File: src/rtl/lcd_pkg.sv
// Shared types and constants for the HD44780 bus responder: phase enum, command
// decode masks, DDRAM line bounds and the two-line cursor step helper.
package lcd_pkg;

    typedef enum logic {
        PH_HI = 1'b0,
        PH_LO = 1'b1
    } phase_t;

    localparam logic [7:0] CMD_CLEAR      = 8'h01;
    localparam logic [7:0] CMD_HOME       = 8'h02;
    localparam logic [7:0] CMD_HOME_MASK  = 8'hFE;
    localparam logic [7:0] CMD_ENTRY      = 8'h04;
    localparam logic [7:0] CMD_ENTRY_MASK = 8'hFC;
    localparam logic [7:0] CMD_FUNC       = 8'h20;
    localparam logic [7:0] CMD_FUNC_MASK  = 8'hE0;
    localparam logic [7:0] CMD_SETDD_MASK = 8'h80;

    localparam logic [6:0] L1_LAST  = 7'h27;
    localparam logic [6:0] L2_FIRST = 7'h40;
    localparam logic [6:0] L2_LAST  = 7'h67;

    // Addresses outside both lines simply count, matching the LCD's own behaviour.
    function automatic logic [6:0] cursor_step(input logic [6:0] addr, input logic inc);
        logic [6:0] nxt;
        if (inc) begin
            if (addr == L1_LAST)      nxt = L2_FIRST;
            else if (addr == L2_LAST) nxt = 7'h00;
            else                      nxt = addr + 7'h01;
        end else begin
            if (addr == 7'h00)         nxt = L2_LAST;
            else if (addr == L2_FIRST) nxt = L1_LAST;
            else                       nxt = addr - 7'h01;
        end
        return nxt;
    endfunction

endpackage

File: src/rtl/lcd_sync_edge.sv
// Synchronises the asynchronous LCD bus into clk and flags the falling edge of E,
// presenting the data/RS/RW that were synchronised alongside that edge.
module lcd_sync_edge #(
    parameter int unsigned SYNC_STAGES = 2
) (
    input  logic       clk,
    input  logic       reset,
    input  logic [3:0] lcd_data,
    input  logic       lcd_rs,
    input  logic       lcd_rw,
    input  logic       lcd_e,
    output logic       e_fall,
    output logic [3:0] bus_data,
    output logic       bus_rs,
    output logic       bus_rw
);

    logic [6:0] sync_q [SYNC_STAGES];
    logic       e_prev;

    // Whole bus travels through the same stages so data stays aligned with E.
    always_ff @(posedge clk or negedge reset) begin
        if (!reset) begin
            for (int i = 0; i < int'(SYNC_STAGES); i++) begin
                sync_q[i] <= '0;
            end
            e_prev <= 1'b0;
        end else begin
            sync_q[0] <= {lcd_e, lcd_rw, lcd_rs, lcd_data};
            for (int i = 1; i < int'(SYNC_STAGES); i++) begin
                sync_q[i] <= sync_q[i-1];
            end
            e_prev <= sync_q[SYNC_STAGES-1][6];
        end
    end

    assign e_fall   = e_prev & ~sync_q[SYNC_STAGES-1][6];
    assign bus_rw   = sync_q[SYNC_STAGES-1][5];
    assign bus_rs   = sync_q[SYNC_STAGES-1][4];
    assign bus_data = sync_q[SYNC_STAGES-1][3:0];

endmodule

File: src/rtl/lcd_bus_responder.sv
// HD44780-compatible bus responder: reassembles nibbles, decodes commands and tracks the cursor.
// Optional busy/timing-violation model enabled by defining LCD_BUSY_MODEL_EN.
module lcd_bus_responder
    import lcd_pkg::*;
#(
    parameter int unsigned SYNC_STAGES       = 2,
    parameter int unsigned BUSY_CYCLES       = 2000,
    parameter int unsigned CLEAR_BUSY_CYCLES = 82000
) (
    input  logic       clk,
    input  logic       reset,
    input  logic [3:0] lcd_data,
    input  logic       lcd_rs,
    input  logic       lcd_rw,
    input  logic       lcd_e,
    output logic       byte_valid,
    output logic [7:0] byte_out,
    output logic       byte_rs,
    output logic       mode4,
    output logic       char_we,
    output logic [6:0] char_addr,
    output logic [7:0] char_data,
    output logic       cmd_clear,
    output logic       proto_err,
    output logic       timing_err
);

    localparam int unsigned BUSY_MAX =
        (CLEAR_BUSY_CYCLES > BUSY_CYCLES) ? CLEAR_BUSY_CYCLES : BUSY_CYCLES;
    typedef logic [$clog2(BUSY_MAX + 1)-1:0] busy_cnt_t;

    logic       e_fall;
    logic [3:0] bus_data;
    logic       bus_rs;
    logic       bus_rw;

    lcd_sync_edge #(
        .SYNC_STAGES (SYNC_STAGES)
    ) u_sync_edge (
        .clk      (clk),
        .reset    (reset),
        .lcd_data (lcd_data),
        .lcd_rs   (lcd_rs),
        .lcd_rw   (lcd_rw),
        .lcd_e    (lcd_e),
        .e_fall   (e_fall),
        .bus_data (bus_data),
        .bus_rs   (bus_rs),
        .bus_rw   (bus_rw)
    );

    phase_t     phase, phase_nxt;
    logic       mode4_nxt;
    logic [6:0] cursor, cursor_nxt;
    logic       inc, inc_nxt;
    logic [3:0] hi_nib, hi_nib_nxt;
    logic       hi_rs, hi_rs_nxt;

    logic       done;
    logic [7:0] asm_byte;
    logic       asm_rs;

    logic       byte_valid_nxt;
    logic [7:0] byte_out_nxt;
    logic       byte_rs_nxt;
    logic       char_we_nxt;
    logic [6:0] char_addr_nxt;
    logic [7:0] char_data_nxt;
    logic       cmd_clear_nxt;
    logic       proto_err_nxt;

    // Assembly and decode resolve together so the cursor step is atomic with the write.
    always_comb begin
        phase_nxt      = phase;
        mode4_nxt      = mode4;
        cursor_nxt     = cursor;
        inc_nxt        = inc;
        hi_nib_nxt     = hi_nib;
        hi_rs_nxt      = hi_rs;
        done           = 1'b0;
        asm_byte       = 8'h00;
        asm_rs         = 1'b0;
        byte_valid_nxt = 1'b0;
        byte_out_nxt   = byte_out;
        byte_rs_nxt    = byte_rs;
        char_we_nxt    = 1'b0;
        char_addr_nxt  = char_addr;
        char_data_nxt  = char_data;
        cmd_clear_nxt  = 1'b0;
        proto_err_nxt  = 1'b0;

        if (e_fall) begin
            if (!mode4) begin
                if (!bus_rw) begin
                    done     = 1'b1;
                    asm_byte = {bus_data, 4'h0};
                    asm_rs   = bus_rs;
                end
            end else if (phase == PH_HI) begin
                phase_nxt  = PH_LO;
                hi_nib_nxt = bus_data;
                hi_rs_nxt  = bus_rs;
            end else begin
                phase_nxt = PH_HI;
                if (!bus_rw) begin
                    done          = 1'b1;
                    asm_byte      = {hi_nib, bus_data};
                    asm_rs        = hi_rs;
                    proto_err_nxt = (bus_rs != hi_rs);
                end
            end
        end

        if (done) begin
            byte_valid_nxt = 1'b1;
            byte_out_nxt   = asm_byte;
            byte_rs_nxt    = asm_rs;
            if (asm_rs) begin
                char_we_nxt   = 1'b1;
                char_addr_nxt = cursor;
                char_data_nxt = asm_byte;
                cursor_nxt    = cursor_step(cursor, inc);
            end else if (asm_byte == CMD_CLEAR) begin
                cmd_clear_nxt = 1'b1;
                cursor_nxt    = 7'h00;
                inc_nxt       = 1'b1;
            end else if ((asm_byte & CMD_HOME_MASK) == CMD_HOME) begin
                cursor_nxt = 7'h00;
            end else if ((asm_byte & CMD_ENTRY_MASK) == CMD_ENTRY) begin
                inc_nxt = asm_byte[1];
            end else if ((asm_byte & CMD_SETDD_MASK) != 8'h00) begin
                cursor_nxt = asm_byte[6:0];
            end else if ((asm_byte & CMD_FUNC_MASK) == CMD_FUNC) begin
                if (!mode4 && !asm_byte[4]) begin
                    mode4_nxt = 1'b1;
                    phase_nxt = PH_HI;
                end else if (mode4 && asm_byte[4]) begin
                    mode4_nxt = 1'b0;
                    phase_nxt = PH_HI;
                end
            end
        end
    end

    always_ff @(posedge clk or negedge reset) begin
        if (!reset) begin
            phase      <= PH_HI;
            mode4      <= 1'b0;
            cursor     <= 7'h00;
            inc        <= 1'b1;
            hi_nib     <= 4'h0;
            hi_rs      <= 1'b0;
            byte_valid <= 1'b0;
            byte_out   <= 8'h00;
            byte_rs    <= 1'b0;
            char_we    <= 1'b0;
            char_addr  <= 7'h00;
            char_data  <= 8'h00;
            cmd_clear  <= 1'b0;
            proto_err  <= 1'b0;
        end else begin
            phase      <= phase_nxt;
            mode4      <= mode4_nxt;
            cursor     <= cursor_nxt;
            inc        <= inc_nxt;
            hi_nib     <= hi_nib_nxt;
            hi_rs      <= hi_rs_nxt;
            byte_valid <= byte_valid_nxt;
            byte_out   <= byte_out_nxt;
            byte_rs    <= byte_rs_nxt;
            char_we    <= char_we_nxt;
            char_addr  <= char_addr_nxt;
            char_data  <= char_data_nxt;
            cmd_clear  <= cmd_clear_nxt;
            proto_err  <= proto_err_nxt;
        end
    end

`ifdef LCD_BUSY_MODEL_EN
    busy_cnt_t busy_cnt, busy_nxt;
    logic      long_cmd;

    // 8-bit init bytes never load the counter; the driver owns those delays.
    always_comb begin
        long_cmd = !asm_rs && ((asm_byte == CMD_CLEAR) ||
                               ((asm_byte & CMD_HOME_MASK) == CMD_HOME));
        busy_nxt = busy_cnt;
        if (done && mode4) begin
            busy_nxt = long_cmd ? busy_cnt_t'(CLEAR_BUSY_CYCLES) : busy_cnt_t'(BUSY_CYCLES);
        end else if (busy_cnt != '0) begin
            busy_nxt = busy_cnt - busy_cnt_t'(1);
        end
    end

    always_ff @(posedge clk or negedge reset) begin
        if (!reset) begin
            busy_cnt   <= '0;
            timing_err <= 1'b0;
        end else begin
            busy_cnt   <= busy_nxt;
            timing_err <= e_fall && !bus_rw && (busy_cnt != '0);
        end
    end
`else
    assign timing_err = 1'b0;
`endif

endmodule

File: config.mk
export PLATFORM = sky130hd
export DESIGN_NAME = lcd_bus_responder
export DESIGN_NICKNAME = d
export VERILOG_FILES = /design/src/rtl/lcd_pkg.sv /design/src/rtl/lcd_sync_edge.sv /design/src/rtl/lcd_bus_responder.sv
export SDC_FILE = /design/constraint.sdc
export NUM_CORES = 1
export LEC_CHECK = 0
export CORE_MARGIN = 1
export CORE_UTILIZATION = 56
export DETAILED_ROUTE_END_ITERATION = 10
export PLACE_DENSITY = 0.78
export SYNTH_ARGS = -nofsm -noshare
export SYNTH_HDL_FRONTEND = slang
export SYNTH_SLANG_ARGS = --single-unit
export TNS_END_PERCENT = 1
File: constraint.sdc
create_clock -name clk -period 5.88 [get_ports clk]
set_input_delay 0.882 -clock clk [delete_from_list [all_inputs] [get_ports clk]]
set_output_delay 0.882 -clock clk [all_outputs]
set_load 0.01 [all_outputs]
---- Word level (Yosys, flattened, before mapping) ----
Index checks and enable logic that the tools add are counted.
operators by class
  $mul .................................... 0
  bitwise gates (word level) .............. 8
  add/sub/neg operators ................... 2
  div/mod/pow operators ................... 0
  muxes and demuxes ....................... 51
  shifts and indexed selects .............. 0
  $lt $le $gt $ge ......................... 0
  reduce and logical (&&, ||, !) cells .... 13
  equal/unequal tests ..................... 10
operators by type and width
  operator                                                                count
  7-bit two-way mux                                                       10
  8-bit two-way mux                                                       5
  1-bit two-way mux                                                       36
  7-bit equality test (second input constant)                             2
  8-bit by 1-bit equality test with 1-bit output (second input constant)  1
  8-bit AND reduction                                                     1
  7-bit by 1-bit adder with 7-bit output (second input constant)          1
  7-bit by 1-bit equality test with 1-bit output (second input constant)  1
  7-bit by 6-bit equality test with 1-bit output (second input constant)  1
  7-bit zero test                                                         1
  1-bit NOT                                                               7
  7-bit by 1-bit subtractor with 7-bit output (second input constant)     1
  6-bit by 1-bit equality test with 1-bit output (second input constant)  1
  3-bit AND reduction                                                     2
  4-bit inequality test (second input constant)                           1
  4-bit AND reduction                                                     1
  2-bit nonzero test                                                      2
  4-bit nonzero test                                                      1
  3-bit by 1-bit equality test with 1-bit output (second input constant)  1
  1-bit logical AND                                                       2
  1-bit zero test                                                         2
  2-bit inequality test (second input constant)                           1
  2-bit AND reduction                                                     1
  1-bit bitwise AND                                                       1
  1-bit inequality test                                                   1
word-level totals
  memories ................................ 0
  RAM bits ................................ 0
  latch bits .............................. 0
  register bits ........................... 58
  memory bits (read-only) ................. 0

---- Longest topological paths before layout ----
  depth after elaboration ................. 14
  mapped depth ............................ 8

---- Hierarchy ----
From an unflattened synthesis, not the netlist that was laid out.
second synthesis, totals
  cells, all modules ...................... 261
  area, all modules ....................... 2631.3 sq um
by module, submodules not included
  module             area each (sq um)  cells an instance  times used
  lcd_bus_responder  2212.1             241                1
  lcd_sync_edge      419.2              20                 1

---- Least setup slack after synthesis ----
Ideal clock, no wire load.
  path kind ............................... register to register
  from .................................... reg mode4
  to ...................................... reg mode4
  buffers on the path ..................... 1
  cell stages (with the launch flop) ...... 8
  setup time .............................. 0.125 ns
  required time ........................... 5.755 ns
  arrival ................................. 1.838 ns
  setup slack ............................. 3.917 ns
  path through ............................ dfrtp_1 buf_4 and3_1 a21oi_1 nand2b_1 ha_1 nor3_2 mux2_2
on the way
  cells in the longest elaborated chain, start to end .. 6
  elaborated cells on any way between the ends .. 22
  those cells by class .................... eq/ne: 4; mux: 7; bitwise: 5; reduce/logical: 6
RTL lines
  item                                                       line                      RTL
  start: declaration                                         lcd_bus_responder.sv:19   output logic mode4,
  start signal: assignment                                   lcd_bus_responder.sv:163  mode4 <= mode4_nxt;
  branches (longest 6 deep; another with 8-bit two-way mux)  n/a
Parallel ways; which one is timed is not known.
A chain may end at the register's enable or synchronous reset.

---- Worst setup path in the final report ----
  from .................................... reg mode4
  to ...................................... out mode4
No word-level cell between the ends.

==> summary.md <==
### Synth
• 53.8% — proportion of netlist area held by the largest area contributor
• 49 — count of different cell masters after synthesis
• 0 — Yosys warning total
• sky130_fd_sc_hd__dfrtp_1 (54%), sky130_fd_sc_hd__nand2_1 (6.5%), sky130_fd_sc_hd__o21ai_0 (4.0%) — ranking of synthesized cells by area
• 58 — register bit count reported by yosys
• 54.8% — sequential-to-total area share from yosys stat
• 280 — number of nets in the synthesized netlist
• sky130_fd_sc_hd__dfrtp_1 — most used flip-flop cell after synthesis
• 9.96 um^2 — mean instance size in the synthesized netlist
• 2650 um^2 — Post-Synthesis Cell Area
• 0 — number of synthesized flops with an enable pin
• 266 — number of instances in the synthesized netlist
• sky130_fd_sc_hd__dfrtp_1 — library cell occupying the most area in the post-synthesis netlist
• 100% — Async S/R FF share, synth

### Drt
• 0 — count of nets left with antenna violations after detail routing
• 159 — drt initial violations
• 2076 — detailed-route via count
• 0 — number of DRC violations after detailed routing
• 8 — count of TritonRoute iterations in the first routing pass
• 5.44 mm — drt total wl
• 15.1 um — Routed WL per cell
• 5.77 — via density per instance

### Clock tree
• yes — clock tree from TritonCTS
• 2 — number of buffers on the longest clock path
• 0 — post-CTS repair timing setup buffer count
• 0 — number of gates given a new drive strength after cts
• sky130_fd_sc_hd__clkbuf_8 — CTS root buf
• 0.06 ns — Worst-path clk slew
• 3 — count of H-tree levels built during CTS
• 0.33 ns — clock latency of the later-clocked register in the worst-skew pair
• 9 — CTS Buf Count
• 0 — number of buffers inserted for hold repair after clock tree synthesis
• 58 — number of sinks driven by the clock tree

### Layout
• 73.2% — post-layout utilization of the core
• 317 — fin nets
• 0 — number of inserted diodes
• 11.7% — share of post-route cells with drive strength above 1
• 336 — Filler Cells Inserted
• 1080 um^2 — multi-input gate area in the final layout
• 1450 um^2 — FF/Latch Area
• 3250 um^2 — area of all placed cells without fillers
• 22.8% — Area Growth Syn to Fin

### Setup path
• 19 — critical path peak fanout
• register — startpoint type of the worst setup path
• flip-flops — family with the most delay on the worst path
• 1 — worst path bufs/invs
• 0.67 ns — peak per-stage delay on the critical path
• register to primary output — critical setup path kind
• 1.64 ns — signal arrival time at the worst endpoint
• 5.00 ns — required time at the endpoint of the critical path
• clkdlybuf4s50_1 — sequence of cells on the critical path
• sky130_fd_sc_hd__dfrtp_1 — master of the slowest instance on the critical path
• primary output — Setup crit end kind

### Timing
• 0 ns — setup TNS
• 0 — hold violation count in the final report
• 0 — max-slew violation count
• 2.52 ns — minimum clock period
• 397 MHz — Achievable Freq
• 54.7% — headroom to the max-slew limit
• 0.00905 ns — worst clock skew
• 0.679 ns — actual slew at the worst max-slew pin
• no — setup repair after global routing missed its margin
• 42.9% — final worst path period share
• 0 — count of final setup violators
• 3.36 ns — fin worst setup slack

### Die
• 70.8 um — chip height
• 24 — floorplan row count
• 59.6% — starting density of the core
• 4440 um^2 — Core Region
• 5010 um^2 — overall die area
• 39 — number of I/O pins
• 70.8 um — DIE WIDTH

### Global route
• 59 — pin count of the biggest net entering global routing
• 0 — total global routing overflow
• 24.4% — overall track demand over capacity in global routing
• 1900 — via count of the first global-routing pass
• 0 — initial antenna violation count
• 9.13 mm — first-pass GRT wire length

### Pwr
• 213 uV — IR Drop Worst-Case VDD
• 331 nW/um^2 — power density relative to cell area
• 1.50 nW — Leak

### Place
• 0.944 — routability congestion estimate
• 3.74 ns — Post-Place Worst Slack
• 3.71 mm — HPWL after detailed placement
• 37 — number of buffers inserted by port buffering
• 3030 um^2 — dpl cell area

### Hold path
• register to register — path type of the worst min-delay path

### Run
• 0 — # Max-Cap Violations

### Outcome
• completed — status

## power breakdown
part           internal (mW)  switching, mW
registers              0.442         0.0548
clock network          0.249          0.150
logic                 0.0924         0.0886
## worst paths after layout
| kind | start | end | slack [ns] | cells past startpoint |
|---|---|---|---|---|
| worst min-delay path | u_sync_edge.sync_q[9] | u_sync_edge.bus_data[2] | 0.35 | 0 |
| max in group asynchronous | reset | cursor[0] | 4.74 | 2 |
| worst min register to register | u_sync_edge.sync_q[9] | u_sync_edge.bus_data[2] | 0.35 | 0 |
| min in group asynchronous | reset | cursor[2] | 0.68 | 2 |
| worst max-delay path | mode4 | mode4 | 3.36 | 1 |
| worst max register to register | mode4 | mode4 | 3.69 | 6 |
## synth_stat cells (all sizes together), types with 2 or more instances
library cell / instances
a21o: 3
buf: 4
nor2: 13
o21ai: 23
or2: 2
nand4: 4
inv: 14
nor3: 8
a21oi: 17
and3: 5
or4: 2
nand2: 46
dfrtp: 57
nor3b: 3
mux2: 6
xor2: 2
a31oi: 4
nand2b: 5
o31ai: 2
clkbuf: 9
o211ai: 3
nand3: 6
nor2b: 2
ha: 5
or3: 3
## metrics by stage
stage	total power, mW	hold WS, ns	cells
after floorplan	0.600	0.331	266
after global placement	0.679	0.332	344
after detailed placement	0.683	0.335	344
after CTS	1.08	0.348	360
after global routing	1.13	0.359	360
final	1.08	0.347	360
## area by class of cell
type | count | area share (%)
Tap cell | 52 | 2.00
Timing Repair Buffer | 39 | 11.7
Clock buffer | 11 | 4.35
Sequential cell | 58 | 44.7
Clock inverter | 5 | 2.38
Inverter | 14 | 1.62
Multi-Input combinational cell | 181 | 33.3
## layer usage
layer  share of wire, %  vias to the layer above  GRT usage, %
met5                  0                        -             0
met1                 48                      974          34.0
met2                 44                       91          35.8
met4                1.1                        0          8.22
met3                6.4                       10          8.69
li1                   -                     1001             -
## logic make-up (layout without fill, tap and decap cells)
group                      after synthesis  in the layout  share of synthesized area (%)
AOI/OAI and AO/OA                       64             64                           16.1
xor gates and xnor gates                 3              3                          0.992
adders and majority gates                5              5                           2.36
buffers and inverters                   27             69                           4.44
DFF                                     58             58                           54.8
muxes                                    6              6                           2.55
other                                    1              1                          0.142
and+or+nand+nor                        102            102                           18.6
## flip-flops by register name, summed over array words and instances (netlist names)
register and cells:
phase 1, char_we 1, u_sync_edge.sync_q 8, proto_err 1, byte_rs 1, hi_nib 4
u_sync_edge.bus_rs 1, cmd_clear 1, byte_out 8, inc 1, hi_rs 1, u_sync_edge.e_prev 1
char_addr 7, u_sync_edge.bus_data 4, char_data 8, byte_valid 1, mode4 1, u_sync_edge.bus_rw 1
cursor 7
## cells in the final DEF, fill, tap and decap left out, types with 3 or more instances in the layout
| cell | netlist | final |
|---|---|---|
| sky130_fd_sc_hd__nand3_1 | 6 | 6 |
| sky130_fd_sc_hd__nand2_1 | 46 | 46 |
| sky130_fd_sc_hd__clkbuf_8 | 0 | 10 |
| sky130_fd_sc_hd__nor3_1 | 7 | 7 |
| sky130_fd_sc_hd__dfrtp_1 | 57 | 57 |
| sky130_fd_sc_hd__clkdlybuf4s50_1 | 0 | 36 |
| sky130_fd_sc_hd__o21ai_0 | 21 | 21 |
| sky130_fd_sc_hd__o211ai_1 | 3 | 3 |
| sky130_fd_sc_hd__inv_1 | 14 | 14 |
| sky130_fd_sc_hd__or3_1 | 3 | 3 |
| sky130_fd_sc_hd__nand2b_1 | 5 | 5 |
| sky130_fd_sc_hd__a21oi_1 | 17 | 17 |
| sky130_fd_sc_hd__nor2_1 | 13 | 13 |
| sky130_fd_sc_hd__ha_1 | 5 | 5 |
| sky130_fd_sc_hd__mux2_2 | 6 | 6 |
| sky130_fd_sc_hd__and3_1 | 5 | 5 |
| sky130_fd_sc_hd__a21o_1 | 3 | 3 |
| sky130_fd_sc_hd__a31oi_1 | 4 | 4 |
| sky130_fd_sc_hd__nand4_1 | 4 | 4 |
No activity file was read; power rests on OpenSTA's default activity.
